### src/rtl/vx_operands_mseq_arb_pkg.sv
// Shared types for the operand-collector arbiter.
//   operands_t   : one operand-collector beat, forwarded unmodified
//   mseq_state_e : arbiter FSM state
//   M_TYPE_NONE  : m_type value marking a scalar (non-matrix) op
//   MSEQ_CNT_W   : width of matrix group counters (groups of up to 15 beats)
package vx_operands_mseq_arb_pkg;

  localparam int MSEQ_CNT_W = 4;
  localparam int M_TYPE_W   = 2;

  localparam logic [M_TYPE_W-1:0] M_TYPE_NONE = '0;

  typedef struct packed {
    logic [1:0]            wid;
    logic [3:0]            tmask;
    logic [31:0]           pc;
    logic [3:0]            op_type;
    logic [4:0]            rd;
    logic [31:0]           rs1_data;
    logic [31:0]           rs2_data;
    logic [31:0]           rs3_data;
    logic [M_TYPE_W-1:0]   m_type;
    logic [3:0]            m_instr_id;
    logic [MSEQ_CNT_W-1:0] m_instr_cnt;
    logic [3:0]            m_row_size;
  } operands_t;

  typedef enum logic {
    MSEQ_IDLE   = 1'b0,
    MSEQ_LOCKED = 1'b1
  } mseq_state_e;

  // A matrix op opens a locked group only when it spans more than one beat;
  // counts of 0 and 1 are treated as single-beat ops.
  function automatic logic mseq_starts(input operands_t d);
    return (d.m_type != M_TYPE_NONE) && (d.m_instr_cnt > MSEQ_CNT_W'(1));
  endfunction

  function automatic logic mseq_beat_bad(input operands_t d, input logic [3:0] grp_id);
    return (d.m_instr_id != grp_id) || (d.m_type == M_TYPE_NONE);
  endfunction

endpackage

### src/rtl/vx_operands_mseq_arb_rr_grant.sv
// Round-robin picker: grants the first asserted request at or after ptr,
// wrapping modulo NUM_REQS.
//   req       : request vector
//   ptr       : highest-priority index this cycle
//   grant_oh  : one-hot grant
//   grant_idx : index of the granted request
//   grant_vld : some request was granted
module vx_rr_grant #(
  parameter int NUM_REQS = 4,
  parameter int IDX_W    = $clog2(NUM_REQS)
) (
  input  logic [NUM_REQS-1:0] req,
  input  logic [IDX_W-1:0]    ptr,
  output logic [NUM_REQS-1:0] grant_oh,
  output logic [IDX_W-1:0]    grant_idx,
  output logic                grant_vld
);

  int               sum;
  logic [IDX_W-1:0] cand;

  always_comb begin
    grant_oh  = '0;
    grant_idx = '0;
    grant_vld = 1'b0;
    sum       = 0;
    cand      = '0;
    for (int i = 0; i < NUM_REQS; i++) begin
      sum = int'(ptr) + i;
      if (sum >= NUM_REQS) sum = sum - NUM_REQS;
      cand = IDX_W'(sum);
      if (!grant_vld && req[cand]) begin
        grant_vld      = 1'b1;
        grant_oh[cand] = 1'b1;
        grant_idx      = cand;
      end
    end
  end

endmodule

### src/rtl/vx_operands_mseq_arb.sv
// Shares one operand-collector output among NUM_REQS issue slices. Scalar
// ops are granted round-robin; a multi-beat matrix group locks the grant to
// its requester until all beats are through. Optional registered output.
//   clk, reset               : clock, async active-low reset
//   operands_in_valid/data   : per-requester beat offer
//   operands_in_ready        : per-requester accept
//   operands_out_valid/data  : dispatch beat
//   operands_out_ready       : dispatch accept
//   locked, lock_owner       : matrix group in progress and its owner
//   seq_err                  : sticky matrix-sequence protocol error
//
// state       | meaning
// MSEQ_IDLE   | round-robin among all valid requesters
// MSEQ_LOCKED | only lock_owner eligible until grp_cnt beats transferred
module vx_operands_mseq_arb
  import vx_operands_mseq_arb_pkg::*;
#(
  parameter int NUM_REQS = 4,
  parameter int OUT_BUF  = 1,
  parameter int IDX_W    = $clog2(NUM_REQS)
) (
  input  logic                clk,
  input  logic                reset,
  input  logic [NUM_REQS-1:0] operands_in_valid,
  input  operands_t           operands_in_data [NUM_REQS],
  output logic [NUM_REQS-1:0] operands_in_ready,
  output logic                operands_out_valid,
  output operands_t           operands_out_data,
  input  logic                operands_out_ready,
  output logic                locked,
  output logic [IDX_W-1:0]    lock_owner,
  output logic                seq_err
);

  mseq_state_e           state_q, state_d;
  logic [IDX_W-1:0]      rr_ptr_q, rr_ptr_d;
  logic [IDX_W-1:0]      lock_owner_q, lock_owner_d;
  logic [3:0]            grp_id_q, grp_id_d;
  logic [MSEQ_CNT_W-1:0] grp_cnt_q, grp_cnt_d;
  logic [MSEQ_CNT_W-1:0] beat_cnt_q, beat_cnt_d;
  logic                  seq_err_q, seq_err_d;
  logic                  out_valid_q, out_valid_d;
  operands_t             out_data_q, out_data_d;

  logic [NUM_REQS-1:0] owner_oh, elig_req, gnt_oh;
  logic [IDX_W-1:0]    gnt_idx;
  logic                gnt_vld, fwd_ok, accept;
  operands_t           acc_data;

  function automatic logic [IDX_W-1:0] next_idx(input logic [IDX_W-1:0] i);
    return (i == IDX_W'(NUM_REQS - 1)) ? '0 : i + IDX_W'(1);
  endfunction

  always_comb begin
    owner_oh               = '0;
    owner_oh[lock_owner_q] = 1'b1;
    elig_req = (state_q == MSEQ_LOCKED) ? (operands_in_valid & owner_oh) : operands_in_valid;
  end

  vx_rr_grant #(.NUM_REQS(NUM_REQS), .IDX_W(IDX_W)) u_rr_grant (
    .req       (elig_req),
    .ptr       (rr_ptr_q),
    .grant_oh  (gnt_oh),
    .grant_idx (gnt_idx),
    .grant_vld (gnt_vld)
  );

  // With the buffer, a full slot still accepts when it drains this cycle.
  always_comb begin
    fwd_ok            = (OUT_BUF != 0) ? (!out_valid_q || operands_out_ready) : operands_out_ready;
    accept            = gnt_vld && fwd_ok;
    operands_in_ready = fwd_ok ? gnt_oh : '0;
    acc_data          = operands_in_data[gnt_idx];
  end

  always_comb begin
    state_d      = state_q;
    rr_ptr_d     = rr_ptr_q;
    lock_owner_d = lock_owner_q;
    grp_id_d     = grp_id_q;
    grp_cnt_d    = grp_cnt_q;
    beat_cnt_d   = beat_cnt_q;
    seq_err_d    = seq_err_q;
    out_valid_d  = out_valid_q;
    out_data_d   = out_data_q;

    if (operands_out_ready) out_valid_d = 1'b0;
    if (accept) begin
      out_valid_d = 1'b1;
      out_data_d  = acc_data;
    end

    if (accept) begin
      case (state_q)
        MSEQ_IDLE: begin
          rr_ptr_d = next_idx(gnt_idx);
          if (mseq_starts(acc_data)) begin
            state_d      = MSEQ_LOCKED;
            lock_owner_d = gnt_idx;
            grp_id_d     = acc_data.m_instr_id;
            grp_cnt_d    = acc_data.m_instr_cnt;
            beat_cnt_d   = MSEQ_CNT_W'(1);
          end
        end
        MSEQ_LOCKED: begin
          // A bad beat is still forwarded and counted so the group always closes.
          if (mseq_beat_bad(acc_data, grp_id_q)) seq_err_d = 1'b1;
          if (beat_cnt_q == grp_cnt_q - MSEQ_CNT_W'(1)) begin
            state_d    = MSEQ_IDLE;
            rr_ptr_d   = next_idx(lock_owner_q);
            beat_cnt_d = '0;
          end else begin
            beat_cnt_d = beat_cnt_q + MSEQ_CNT_W'(1);
          end
        end
        default: state_d = MSEQ_IDLE;
      endcase
    end
  end

  always_ff @(posedge clk or negedge reset) begin
    if (!reset) begin
      state_q      <= MSEQ_IDLE;
      rr_ptr_q     <= '0;
      lock_owner_q <= '0;
      grp_id_q     <= '0;
      grp_cnt_q    <= '0;
      beat_cnt_q   <= '0;
      seq_err_q    <= 1'b0;
      out_valid_q  <= 1'b0;
      out_data_q   <= '0;
    end else begin
      state_q      <= state_d;
      rr_ptr_q     <= rr_ptr_d;
      lock_owner_q <= lock_owner_d;
      grp_id_q     <= grp_id_d;
      grp_cnt_q    <= grp_cnt_d;
      beat_cnt_q   <= beat_cnt_d;
      seq_err_q    <= seq_err_d;
      out_valid_q  <= out_valid_d;
      out_data_q   <= out_data_d;
    end
  end

  always_comb begin
    operands_out_valid = (OUT_BUF != 0) ? out_valid_q : gnt_vld;
    operands_out_data  = (OUT_BUF != 0) ? out_data_q : acc_data;
    locked             = (state_q == MSEQ_LOCKED);
    lock_owner         = lock_owner_q;
    seq_err            = seq_err_q;
  end

endmodule

### config.mk
export PLATFORM = sky130hd
export DESIGN_NAME = vx_operands_mseq_arb
export DESIGN_NICKNAME = d
export VERILOG_FILES = /design/src/rtl/vx_operands_mseq_arb_pkg.sv /design/src/rtl/vx_operands_mseq_arb_rr_grant.sv /design/src/rtl/vx_operands_mseq_arb.sv
export SDC_FILE = /design/constraint.sdc
export NUM_CORES = 1
export LEC_CHECK = 0
export CAP_MARGIN = 15
export CORE_AREA = 4 4 308 310
export DETAILED_ROUTE_END_ITERATION = 7
export DIE_AREA = 0 0 312 314
export HOLD_SLACK_MARGIN = 0.02
export PLACE_DENSITY_LB_ADDON = 0.05
export SLEW_MARGIN = 20
export SYNTH_ARGS = -nofsm -noshare
export SYNTH_HDL_FRONTEND = slang
export SYNTH_HIERARCHICAL = 1
export SYNTH_SLANG_ARGS = --single-unit
### constraint.sdc
create_clock -name clk -period 4.6 [get_ports clk]
set_input_delay 1.38 -clock clk [delete_from_list [all_inputs] [get_ports clk]]
set_output_delay 1.38 -clock clk [all_outputs]
set_load 0.02 [all_outputs]
Word-level counts from Yosys, hierarchy flattened:

Cells that the tools add are included.
W data, S select, Z words.

* order comparisons: 16
* eq/ne operators: 6
* multiplexer cells: 51
* reduce and logical (&&, ||, !) cells: 23
* bitwise operators: 6
* add/subtract/negate cells: 11

Operators with widths (number)
* $bmux W157 S2: 1
* $mux W157: 2
* $mux W4: 8
* $mux W2: 11
* $mux W1: 17
* $lt A2 B3 Y1 const B: 5
* $ge A3 B3 Y1 const B: 4
* $or A4 B4 Y4: 3
* $demux W1 S2: 5
* $ge A2 B1 Y1 const B: 5
* $logic_and A1 B1 Y1: 10
* $bmux W1 S2: 4
* $pmux W4 S2: 1
* $sub A2 B1 Y2 const B: 4
* $add A2 B2 Y3 const B: 2
* $reduce_and A3 Y1: 2
* $add A2 B1 Y2 const B: 2
* $add A4 B1 Y4 const B: 1
* $and A4 B4 Y4: 1
* $eq A2 B2 Y1 const B: 2
* $eq A4 B4 Y1: 1
* $gt A4 B1 Y1 const B: 1
* $logic_not A1 Y1: 4
* $ne A4 B4 Y1: 1
* other kinds (13): 16

* logic and storage cells: 133
* flip-flop bits (word level): 176

Logic depth before layout (Yosys ltp):

* word-level depth: 26
* gate-level depth with buffers: 16
* mapped depth without buffers: 13

By module:

Netlist, hierarchy kept.

Modules (own cells, without submodules)
* vx_operands_mseq_arb: cells each 963, times used 1, area an instance 10656.5 sq um, seq. area each 4404.2 sq um
* vx_rr_grant: cells each 45, times used 1, area an instance 421.7 sq um, seq. area each 0.0 sq um

Least setup slack after synthesis:

Ideal clock, no wire load.

* path kind: input-to-output
* start: input operands_in_valid[2]
* end: output operands_in_ready[0]
* arrival time: 2.911 ns
* data required time: 3.220 ns
* buffers on the path: 1
* setup slack: 0.309 ns
* stages: 7
* cells stage by stage: a21boi_0 mux4_2 buf_6 nor4b_4 a22oi_1 o21ai_0 and2_1

* cells in the longest elaborated chain, start to end: 15
* elaborated cells on any way between the ends: 27

RTL lines
* start: declaration: line vx_operands_mseq_arb.sv:24 `input logic [NUM_REQS-1:0] operands_in_valid,`
* $and A4 B4 Y4: line vx_operands_mseq_arb.sv:57 `elig_req = (state_q == MSEQ_LOCKED) ? (operands_in_valid & owner_oh) : operands_in_valid;`
* $mux W4 (*): line vx_operands_mseq_arb.sv:57
* $bmux W1 S2: line vx_operands_mseq_arb_rr_grant.sv:32 `if (!grant_vld && req[cand]) begin`
* $mux W1 (implied by the code): line vx_operands_mseq_arb_rr_grant.sv:32
* $mux W1: line vx_operands_mseq_arb_rr_grant.sv:32
* $logic_not A1 Y1: line vx_operands_mseq_arb_rr_grant.sv:32
* $logic_and A1 B1 Y1: line vx_operands_mseq_arb_rr_grant.sv:32
* $mux W1: line vx_operands_mseq_arb_rr_grant.sv:32
* $logic_not A1 Y1: line vx_operands_mseq_arb_rr_grant.sv:32
* $logic_and A1 B1 Y1: line vx_operands_mseq_arb_rr_grant.sv:32
* $mux W1: line vx_operands_mseq_arb_rr_grant.sv:32
* $logic_not A1 Y1: line vx_operands_mseq_arb_rr_grant.sv:32
* $logic_and A1 B1 Y1: line vx_operands_mseq_arb_rr_grant.sv:32
* $mux W4 (*): line vx_operands_mseq_arb_rr_grant.sv:32
* net gnt_oh[0]: line vx_operands_mseq_arb.sv:45 `logic [NUM_REQS-1:0] owner_oh, elig_req, gnt_oh;`
* $mux W4 (*): line vx_operands_mseq_arb.sv:72 `operands_in_ready = fwd_ok ? gnt_oh : '0;`
* end: declaration: line vx_operands_mseq_arb.sv:26 `output logic [NUM_REQS-1:0] operands_in_ready,`

Mark *: on every way through the listed nets, which the timed path passes. The rest lies on a longest branch. The select of a mux whose other input is x is not followed.

Worst setup path after layout:

* start: input operands_in_valid[0]
* end: output operands_in_ready[2]

* cells in the longest elaborated chain, start to end: 15
* elaborated cells on any way between the ends: 27

RTL lines (line)
* $and A4 B4 Y4: vx_operands_mseq_arb.sv:57
* $mux W4 (*): vx_operands_mseq_arb.sv:57
* net elig_req[0]: vx_operands_mseq_arb.sv:45
* $bmux W1 S2: vx_operands_mseq_arb_rr_grant.sv:32
* $mux W1 (implied by the code): vx_operands_mseq_arb_rr_grant.sv:32
* $mux W1: vx_operands_mseq_arb_rr_grant.sv:32
* $logic_not A1 Y1: vx_operands_mseq_arb_rr_grant.sv:32
* $logic_and A1 B1 Y1: vx_operands_mseq_arb_rr_grant.sv:32
* $mux W1: vx_operands_mseq_arb_rr_grant.sv:32
* $logic_not A1 Y1: vx_operands_mseq_arb_rr_grant.sv:32
* $logic_and A1 B1 Y1: vx_operands_mseq_arb_rr_grant.sv:32
* $mux W1: vx_operands_mseq_arb_rr_grant.sv:32
* $logic_not A1 Y1: vx_operands_mseq_arb_rr_grant.sv:32
* $logic_and A1 B1 Y1: vx_operands_mseq_arb_rr_grant.sv:32
* $mux W4 (*): vx_operands_mseq_arb_rr_grant.sv:32
* net gnt_oh[2]: vx_operands_mseq_arb.sv:45
* $mux W4 (*): vx_operands_mseq_arb.sv:72

Marked as above.

==> flow_summary_export.csv <==
group,metric,value,unit
clock_network,cts-root-buf,"clkbuf_16",
power,power.density,851,mW/mm2
worst_setup_path,critPathRequiredTime,3220,ps
timing,worst_pin_slew,1070,ps
placed_design,io_buffers,800,
layout,areaGrowthSynthToFinish,94.9,%
synthesis,ys.flop_type,"dfrtp_1",
power,leakagePower,8.65,nW
floorplan,die_height,314,um
worst_setup_path,crit_arrival,3110,ps
synthesis,ys_seq_elements,176,
synthesis,synth_top_area_cell,"dfrtp_1",
drt,drc_errors,0,
synthesis,synthArstFlopShare,100,%
layout,utilization,23.6,%
drt,ant_nets,0,
layout,fin_nets,2467,
drt,routed-via-count,11200,
drt,first_iter_violations,433,
layout,mostFrequentLayoutCells,"791 x clkdlybuf4s50_1, 479 x nand2_1, 176 x dfrtp_1",
drt,wire_per_inst,23.3,um
global_route,met1_usage,15.0,%
worst_setup_path,cp_top_family,"multiplexers",
flow_run,max_cap_violations,0,
layout,drive_gt1_share,16.0,%
clock_network,cts.sinks,176,
floorplan,rows,111,
layout,final_common_cell,"clkdlybuf4s50_1",
timing,min_period,4490,ps
global_route,grt_max_degree,105,
timing,max_clock_freq,0.223,GHz
floorplan,coreArea,0.0917,mm2
synthesis,yosysSeqAreaShare,39.8,%
floorplan,die_w,312,um
clock_network,h-tree-depth,4,
synthesis,synth_area_leaders,"dfrtp_1 40%, mux4_2 32%, nand2_1 16%, ha_1 1.4%, clkbuf_1 1.3%",
clock_network,clkTransAtPathRegs,80,ps
global_route,gr-total-overflow,0,
worst_setup_path,crit_type,"primary input to output pin",
synthesis,synth_area_per_cell,11.0,um2
timing,tns,0,ps
worst_setup_path,rrSetupSlack,320,ps
synthesis,yosysTopAreaCellShare,39.8,%
power,ir_drop,0.718,mV
placed_design,dp_hpwl,58.8,mm
synthesis,syn_area,0.0111,mm2
clock_network,clk_latency,490,ps
worst_setup_path,critPathBufInv,3,
floorplan,initial_core_util,12.1,%
clock_network,clk_path_buf_depth,2,
worst_setup_path,path_max_fanout,5,
clock_network,cts_made_buffers,17,
synthesis,syn_inst,1008,
timing,rsz0062_at_grt,"false",
clock_network,cts_tree,"yes",
global_route,globalRouteMet3Util,4.67,%
floorplan,die_area,0.0980,mm2
worst_hold_path,min_path_cells,2,
worst_setup_path,crit_top_cell,"buf_2",
global_route,groute.usage.overall,14.1,%
timing,fin_crit_sh,97.5,%
worst_setup_path,crit_path_start_kind,"primary input",
synthesis,syn_nets,1655,
clock_network,hold_buffers,0,
synthesis,synth_edf_count,0,
global_route,antenna_found_initial,11,
worst_setup_path,slowest_delay,520,ps
placed_design,gp_congestion,0.829,
timing,setup-violations-final,0,
drt,drt_wl_total,70.6,mm
worst_setup_path,path_cells,"buf_2 > a21boi_4 > mux4_2 > nor4b_4 > buf_4 > a22oi_1 > o21ai_0 > and2_1 > buf_2",
drt,drt-vias-per-instance,3.71,
worst_setup_path,crit_path_top_delay_cell,"mux4_2",
floorplan,ioPinCount,801,
global_route,top_usage_layer,"met2",
global_route,grt_pass1_vias,12600,
status,status,"finished clean",
timing,hold_viol_final,0,
synthesis,yosys_warnings,6,
global_route,gr-usage-met2,26.7,%
timing,clock_skew,16.2,ps
worst_setup_path,reg2reg_depth,16,
worst_hold_path,hold_path_class,"register to register",
worst_setup_path,cp_num_cells,9,
timing,slew_headroom,28.3,%
worst_setup_path,worst_setup_path_end_kind,"output pin",
drt,dr.pass1.iters,4,
timing,finalMaxSlewViolations,0,
global_route,grt_pass1_wl,97.4,mm
synthesis,ys_types,44,
==> repair_timing <==
action,in CTS,in global routing
pin swaps,1,1
resized for setup,46,3
buffers inserted,8,0
hold endpoints to repair,0,0
setup endpoints to repair,8,9
cloned,0,0
==> per-stage QoR <==
stage	std cells	total power, mW	worst slack, ps	hold slack (ps)	area (um2)
6_report	3026	18.4	115	474	21600
3_5_place_dp	2980	17.4	-769	461	20900
4_1_cts	3020	19.1	1.92	480	21600
3_3_place_gp	2980	17.4	-802	457	20900
2_1_floorplan	1008	11.2	309	502	11100
5_1_grt	3023	20.0	8.33	490	21600
==> flip-flops by register name, indices dropped and copies added, names as in the netlist <==
signal,flops
grp_id_q,4
grp_cnt_q,4
lock_owner,2
operands_out_data,157
rr_ptr_q,2
locked,1
beat_cnt_q,4
operands_out_valid,1
seq_err,1
==> where the power goes <==
group | total [mW] | switching (mW) | leakage (nW) | internal [mW]
Combinational | 13.9 | 7.40 | 6.21 | 6.54
Clock | 1.58 | 0.784 | 0.293 | 0.800
Sequential | 2.84 | 0.418 | 2.15 | 2.43
Total | 18.4 | 8.60 | 8.65 | 9.77
==> cells in the mapped netlist, types with 7 or more instances <==
library cell	n
nand2_1	480
dfrtp_1	176
mux4_2	159
clkbuf_1	37
buf_2	21
buf_1	13
ha_1	12
inv_1	10
o21ai_0	9
a22oi_1	8
nor2_1	8
xnor2_1	7
==> routing by layer <==
metal	part of all wire, %	vias to the layer above
met3	6.5	48
met1	37	5607
li1	-	5189
met5	0.038	-
met4	1.6	4
met2	55	381
==> worst reg2reg max path, stage by stage, from the launching register on <==
cell and delay (ps):
dfrtp_1 440, ha_1 210, nand2b_1 160, and2_4 210, mux4_2 520, nor4b_4 310, buf_4 180, buf_4 100
buf_4 90, buf_4 90, nor2_1 40, a32o_4 340, mux4_2 260, nor2_1 50, buf_4 140, nor4_4 620
mux2_2 410
==> final timing paths <==
check / from / end
max in group asynchronous: reset / operands_out_data[5]
hold / removal: operands_out_data[132] / operands_out_data[132]
hold reg to reg: operands_out_data[132] / operands_out_data[132]
setup reg to reg: lock_owner[0] / grp_cnt_q[3]
min in group asynchronous: reset / operands_out_data[134]
setup / recovery: operands_in_valid[0] / operands_in_ready[2]
==> layout make-up <==
| type | instances | area (um2) |
|---|---|---|
| fillers | 9895 | 70100 |
| repair buffers | 869 | 8690 |
| multi-input cells | 746 | 6360 |
| flip-flops and latches | 176 | 4400 |
| well taps | 1186 | 1480 |
| clock buffers | 19 | 453 |
| clock inverters | 13 | 144 |
| inverters | 10 | 37.5 |
| diodes | 7 | 17.5 |
==> cells by family after synthesis <==
group                    count (synthesis)  share of synthesized area, %
AO/OA/AOI/OAI                           37                          2.26
XOR/XNOR                                10                         0.791
adder cells (fa/ha/maj)                 12                          1.36
buffers and inverters                   86                          3.46
flip-flops                             176                          39.8
multiplexers                           172                          34.0
AND/OR/NAND/NOR                        515                          18.4
(Power assumes the default switching activity.)
